**config.mk**
```make
export PLATFORM = sky130hd
export DESIGN_NAME = uart_rx_frontend
export DESIGN_NICKNAME = d
export VERILOG_FILES = /design/src/rtl/uart_rx_frontend.sv
export SDC_FILE = /design/constraint.sdc
export NUM_CORES = 1
export LEC_CHECK = 0
export CORE_ASPECT_RATIO = 1.2
export CORE_MARGIN = 4
export CORE_UTILIZATION = 35
export DETAILED_ROUTE_END_ITERATION = 10
export GPL_TIMING_DRIVEN = 0
export PLACE_DENSITY_LB_ADDON = 0.12
export SLEW_MARGIN = 20
export SYNTH_ARGS = -nofsm -noshare
export SYNTH_HDL_FRONTEND = slang
export SYNTH_SLANG_ARGS = --single-unit
export TNS_END_PERCENT = 30
```
**constraint.sdc**
```tcl
create_clock -name clk -period 2.2 [get_ports clk]
set_input_delay 0.33 -clock clk [delete_from_list [all_inputs] [get_ports clk]]
set_output_delay 0.33 -clock clk [all_outputs]
set_load 0.02 [all_outputs]
```
**src/rtl/uart_rx_frontend.sv**
```systemverilog
// 8N1 UART receiver front end: two-flop synchronizer, mid-bit sampling FSM and a one-deep
// holding register with a valid/ready handshake plus sticky frame and overrun flags.
module uart_rx_frontend #(
  parameter int unsigned CLKS_PER_BIT = 16
) (
  input  logic       clk,
  input  logic       rst_n,
  input  logic       ena,
  input  logic       rx,
  input  logic       rx_ready,
  input  logic       err_clr,
  output logic [7:0] rx_data,
  output logic       rx_valid,
  output logic       frame_err,
  output logic       overrun
);

  localparam int unsigned CntW = $clog2(CLKS_PER_BIT);
  localparam logic [CntW-1:0] HalfLast = CntW'(CLKS_PER_BIT / 2 - 1);
  localparam logic [CntW-1:0] BitLast  = CntW'(CLKS_PER_BIT - 1);

  typedef enum logic [2:0] {StIdle, StStart, StData, StStop, StWaitHigh} state_e;

  state_e          state_q, state_d;
  logic [1:0]      sync_q;
  logic            rx_s;
  logic [CntW-1:0] cnt_q, cnt_d;
  logic [2:0]      bit_idx_q, bit_idx_d;
  logic [7:0]      shift_q, shift_d;
  logic [7:0]      rx_data_q, rx_data_d;
  logic            rx_valid_q, rx_valid_d;
  logic            frame_err_q, frame_err_d;
  logic            overrun_q, overrun_d;

  logic tick, shift_en, deliver, frame_set, transfer, overrun_set;

  assign rx_s = sync_q[1];

  // State register.
  always_ff @(posedge clk or negedge rst_n) begin
    if (!rst_n) begin
      state_q <= StIdle;
    end else begin
      state_q <= state_d;
    end
  end

  // Next-state logic; dropping ena always returns to idle.
  always_comb begin
    state_d = state_q;
    unique case (state_q)
      StIdle:     if (!rx_s) state_d = StStart;
      StStart:    if (tick) state_d = rx_s ? StIdle : StData;
      StData:     if (tick && bit_idx_q == 3'd7) state_d = StStop;
      StStop:     if (tick) state_d = rx_s ? StIdle : StWaitHigh;
      StWaitHigh: if (rx_s) state_d = StIdle;
      default:    state_d = StIdle;
    endcase
    if (!ena) state_d = StIdle;
  end

  // FSM outputs: sample strobes and frame outcome.
  always_comb begin
    tick      = 1'b0;
    shift_en  = 1'b0;
    deliver   = 1'b0;
    frame_set = 1'b0;
    unique case (state_q)
      StStart: tick = (cnt_q == HalfLast);
      StData: begin
        tick     = (cnt_q == BitLast);
        shift_en = tick && ena;
      end
      StStop: begin
        tick      = (cnt_q == BitLast);
        deliver   = tick && ena && rx_s;
        frame_set = tick && ena && !rx_s;
      end
      default: tick = 1'b0;
    endcase
  end

  assign transfer    = rx_valid_q && rx_ready;
  assign overrun_set = deliver && rx_valid_q && !rx_ready;

  always_comb begin
    cnt_d       = cnt_q + CntW'(1);
    bit_idx_d   = bit_idx_q;
    shift_d     = shift_q;
    rx_data_d   = rx_data_q;
    rx_valid_d  = rx_valid_q;
    frame_err_d = frame_err_q;
    overrun_d   = overrun_q;

    if (!ena || tick || state_q == StIdle || state_q == StWaitHigh) cnt_d = '0;
    if (!ena || state_q == StIdle) begin
      bit_idx_d = 3'd0;
      shift_d   = 8'h00;
    end else if (shift_en) begin
      bit_idx_d = bit_idx_q + 3'd1;
      shift_d   = {rx_s, shift_q[7:1]};
    end

    // A delivery on a transfer edge refills the holder; otherwise a full holder drops it.
    if (deliver && (!rx_valid_q || rx_ready)) begin
      rx_data_d  = shift_q;
      rx_valid_d = 1'b1;
    end else if (transfer) begin
      rx_valid_d = 1'b0;
    end

    if (frame_set) begin
      frame_err_d = 1'b1;
    end else if (err_clr) begin
      frame_err_d = 1'b0;
    end
    if (overrun_set) begin
      overrun_d = 1'b1;
    end else if (err_clr) begin
      overrun_d = 1'b0;
    end
  end

  always_ff @(posedge clk or negedge rst_n) begin
    if (!rst_n) begin
      sync_q      <= 2'b11;
      cnt_q       <= '0;
      bit_idx_q   <= 3'd0;
      shift_q     <= 8'h00;
      rx_data_q   <= 8'h00;
      rx_valid_q  <= 1'b0;
      frame_err_q <= 1'b0;
      overrun_q   <= 1'b0;
    end else begin
      sync_q      <= {sync_q[0], rx};
      cnt_q       <= cnt_d;
      bit_idx_q   <= bit_idx_d;
      shift_q     <= shift_d;
      rx_data_q   <= rx_data_d;
      rx_valid_q  <= rx_valid_d;
      frame_err_q <= frame_err_d;
      overrun_q   <= overrun_d;
    end
  end

  assign rx_data   = rx_data_q;
  assign rx_valid  = rx_valid_q;
  assign frame_err = frame_err_q;
  assign overrun   = overrun_q;

endmodule
```
* Word-level counts from Yosys, hierarchy flattened
Cells that the tools add are included.
** Word-level totals
- Flip-flop bits (word level) :: 31
- Bits of input ports :: 6
- Output and inout port bits :: 11
- Word-level logic and storage cells :: 70
** Operators by class
- Add/subtract/negate cells :: 2
- Equal/unequal tests :: 12
- Multiplexer cells :: 23
- Reduce and logical (&&, ||, !) cells :: 24
** Operators with widths (number)
- 3-bit two-way mux :: 9
- 8-bit two-way mux :: 2
- 3-bit inequality test, second input constant :: 5
- 3-bit case mux with 5 select lines :: 1
- 1-bit logical AND :: 8
- 1-bit two-way mux :: 8
- 2-bit nonzero test :: 4
- 3-bit by 2-bit equality test with 1-bit output, second input constant :: 2
- 3-bit equality test, second input constant :: 2
- 1-bit logical OR :: 5
- 5-bit AND reduction :: 1
- 4-bit by 1-bit adder with 4-bit output, second input constant :: 1
- 4-bit by 3-bit equality test with 1-bit output, second input constant :: 1
- 4-bit equality test, second input constant :: 1
- 1-bit zero test :: 4
- 4-bit two-way mux :: 1
- 3-bit by 1-bit adder with 3-bit output, second input constant :: 1
- 3-bit by 1-bit equality test with 1-bit output, second input constant :: 1
- 3-bit zero test :: 1
- 2-bit two-way mux :: 1
- 1-bit case mux with 2 select lines :: 1
- 2-bit OR reduction :: 1

* Longest topological paths before layout
- Depth after elaboration :: 7
- Mapped depth :: 6
- Gate-level depth less buffers :: 5

* Worst setup path before layout
OpenSTA, ideal clock, no wires.
- Path kind :: register to register
- Start :: reg cnt_q[0]
- End :: reg rx_data_q[0], in the netlist rx_data[0]
- Arrival :: 1799 ps
- Data required time :: 2075 ps
- Slack :: 276 ps
- Cell stages (with the launch flop) :: 7
- Clock period less this slack :: 1924 ps
- Cells stage by stage :: dfrtp_1 > ha_1 > nand3_2 > or4_4 > nor2b_4 > buf_12 > mux2_4
** On the way
- Longest elaborated chain between the ends :: 5
** Ends and longest elaborated chain
- from (decl) :: line 27 : logic [CntW-1:0] cnt_q, cnt_d;
- from (signal assigned) :: line 136 : cnt_q <= cnt_d;
- 4-bit equality test :: line 75 : tick = (cnt_q == BitLast);
- 1-bit logical AND (2 in a row) :: line 76 : deliver = tick && ena && rx_s;
- 1-bit two-way mux :: line 68 : unique case (state_q)
- 1-bit logical AND :: line 105 : if (deliver && (!rx_valid_q || rx_ready)) begin
- to (signal assigned) :: line 139 : rx_data_q <= rx_data_d;
- to (decl) :: line 30 : logic [7:0] rx_data_q, rx_data_d;
No other way between the ends.
A chain may end at the register's enable or synchronous reset.

* Final worst setup path
- Start :: reg cnt_q[0]
- End :: reg rx_data_q[1], in the netlist rx_data[1]
The elaborated chain is that of the path after synthesis.

==> results.md <==
- Sink Count: 31
- Antenna Violating Nets Remaining: 0
- TritonCTS clock tree: built
- Routability cong.: 0.779
- Post-CTS Resized: 0
- Count of final hold-check violations: 0
- CP Max Fanout: 8
- R2R depth: 6
- Ys async rst share: 1.00
- Core area: 0.00375 mm²
- Num rows: 24
- Ant diodes: 0
- Yosys warning count: 0
- Placed Instances: 182
- Setup crit end kind: flop
- WL/cell: 14.0 µm
- Register area: 778 µm²
- Gr ovfl total: 0
- Area leader, netlist: dfrtp_1
- Post-DP HPWL: 1800 µm
- Ranking of synthesized cells by area: dfrtp_1, mux2_4, a22oi_1, nor2_1, dfstp_2
- PortBufs: 16
- RSZ-0062 raised after global routing: false
- Mapped Nets: 123
- CP arrival: 2.25 ns
- Worst R2R Start: cnt_q[0]$_DFF_PN0_
- FILL cells: 366
- Power share of the combinational group: 0.037
- Slew Viols, Final: 0
- Syn Area/Cell: 12.2 µm²
- HP Class: input pin to async pin
- Final Skew: 0.00417 ns
- H-tree lvl count: 2
- Power Density: 631 mW/mm²
- Die Footprint: 0.00507 mm²
- Leakage: 0.769 nW
- Clock power frac: 0.423
- First-pass GRT wire length: 4560 µm
- Total Wirelength: 2650 µm
- Maximum operating frequency: 480 MHz
- Int Pwr: 0.842 mW
- Clock transition at the registers of the reported paths: 0.06 ns
- Nets@finish: 146
- EDFF count, synth: 0
- Capturing point of the worst reg2reg path: rx_data[1]$_DFFE_PN0P_
- Non-Filler Instances: 190
- Syn Inst Count: 114
- Count of final setup violators: 0
- Post-synthesis cell area: 0.00140 mm²
- Peak supply drop: 0.395 mV
- Tmin final: 2.08 ns
- Cts hold-fix bufs: 0
- Least-Margin Pin Slew: 0.682 ns
- Switch share: 0.219
- Synthesis-to-finish area growth: 22.3%
- Synth Register Bits: 31
- Sequential Power Share: 0.540
- Startpoint Class: flop
- Vias in the first global route: 941
- Switching pwr: 0.236 mW
- Root Driver: clkbuf_8
- Global-route usage over all layers: 0.118
- Final period util: 0.946
- Synth Flop Type: dfrtp_1
- Synth top area share: 0.520
- FF-to-FF setup slack: 0.12 ns
- Io pins: 17
- Outcome: finished clean
- Seq/Total Area, Yosys: 0.557
- Fraction of layout cells with a size suffix above 1: 0.210
- Drt first pass iters: 4
- Die Wd: 65.7 µm
- Largest net degree at the start of global routing: 32
- Unique masters post-synth: 38
- DR DRC count: 0
- CP required: 2.37 ns
- Initial Util: 0.372
- Postcts setup bufs: 0
- Multi-input gate area: 552 µm²
- Pre-CTS WS: 0.0544 ns
- Reported max-cap violation count: 0
- Num CTS Buffers: 5
- Latest clock arrival within the worst-skew pair: 0.28 ns
- Vias per cell: 4.99
- Routed via count: 949
- Clock Path Buffers: 2
- Final setup TNS: 0 ns
- Initial antenna violation count: 0
- Final worst slack: 0.119 ns
- Die H: 77.2 µm
- Initial detailed-routing violation count: 70
- Relative slew slack: 0.546
- CP Class: flop to flop
[sequential cells by signal (all words and copies together), names as in the netlist]
signal,flops
rx_data,8
frame_err,1
sync_q,2
state_q,3
overrun,1
cnt_q,4
rx_valid,1
shift_q,8
bit_idx_q,3
[synth_stat cells (2+ instances only)]
cell type,count
clkbuf_1,3
dfrtp_1,29
ha_1,3
mux2_4,8
nand2b_1,2
a211oi_1,2
xnor2_1,2
a22oi_1,10
inv_1,6
nor2_1,15
and3_1,2
nand2_1,2
o21ai_0,2
dfstp_2,2
nor3_1,2
a21oi_1,2
[critical path, cell delays in order, from the launching register on]
cell and delay (ns):
dfrtp_1 0.38, ha_1 0.27, nand3_2 0.15, or4_4 0.57, nor2b_4 0.15, buf_12 0.14
mux2_4 0.30
[cells by family after synthesis]
logic type / after synthesis / synth area share
XOR/XNOR: 2 / 0.0125
flip-flops: 31 / 0.557
AND/OR/NAND/NOR: 35 / 0.148
multiplexers: 9 / 0.0932
buffers and inverters: 12 / 0.0475
adder cells (fa/ha/maj): 3 / 0.0269
AO/OA/AOI/OAI: 22 / 0.115
[worst max-delay path by stage]
stage	from	to	slack [ns]	cells past startpoint
6_report	cnt_q[0]$_DFF_PN0_	rx_data[1]$_DFFE_PN0P_	0.12	6
5_1_grt	cnt_q[0]$_DFF_PN0_	rx_data[2]$_DFFE_PN0P_	0.04	6
4_1_cts	cnt_q[0]$_DFF_PN0_	rx_data[0]$_DFFE_PN0P_	0.11	6
3_5_place_dp	ena	rx_data[0]$_DFFE_PN0P_	0.05	6
3_3_place_gp	ena	rx_data[4]$_DFFE_PN0P_	0.06	6
2_1_floorplan	cnt_q[0]$_DFF_PN0_	rx_data[0]$_DFFE_PN0P_	0.28	6
[layout make-up]
| class | instances | area share |
|---|---|---|
| Sequential cell | 31 | 0.456 |
| Multi-Input combinational cell | 71 | 0.323 |
| Timing Repair Buffer | 16 | 0.0908 |
| Clock buffer | 7 | 0.0505 |
| Tap cell | 52 | 0.0381 |
| Buffer | 6 | 0.0256 |
| Inverter | 6 | 0.0132 |
| Clock inverter | 1 | 0.00293 |
[power groups by stage]
| stage | clock [mW] | combinational (mW) | sequential [mW] |
|---|---|---|---|
| detailed placement | 0 | 0.0416 | 0.592 |
| CTS | 0.471 | 0.0414 | 0.582 |
| floorplan | 0 | 0.0162 | 0.591 |
| global placement | 0 | 0.0416 | 0.592 |
| global route | 0.507 | 0.0466 | 0.582 |
| finish | 0.456 | 0.0402 | 0.582 |
[placed cells by master, fill, tap and decap left out, types with 2 or more instances in the layout]
cell / count
mux2_4: 8
ha_1: 3
nor2_1: 15
nand2b_1: 2
xnor2_1: 2
dfrtp_1: 29
buf_2: 2
clkbuf_8: 6
nor3_1: 2
and3_1: 2
a21oi_1: 2
clkdlybuf4s50_1: 15
nand2_1: 2
o21ai_0: 2
a22oi_1: 10
dfstp_2: 2
a211oi_1: 2
inv_1: 6
clkbuf_1: 4
[layer usage]
layer,share of wire,track usage,up-vias
li1,-,-,452
met1,0.45,0.153,469
met2,0.48,0.172,23
met3,0.049,0.0512,5
met4,0.018,0.0436,0
met5,0,0,-
[through the flow]
step | utilization | hold WS (ns) | total power, mW | cell area, µm²
detailed placement | 0.431 | 0.351 | 0.634 | 1620
CTS | 0.455 | 0.109 | 1.09 | 1710
finish | 0.455 | 0.0748 | 1.08 | 1710
floorplan | - | 0.0344 | 0.607 | 1400
global route | 0.455 | 0.128 | 1.14 | 1710
global placement | 0.432 | 0.346 | 0.634 | 1620
(Power assumes the default switching activity.)
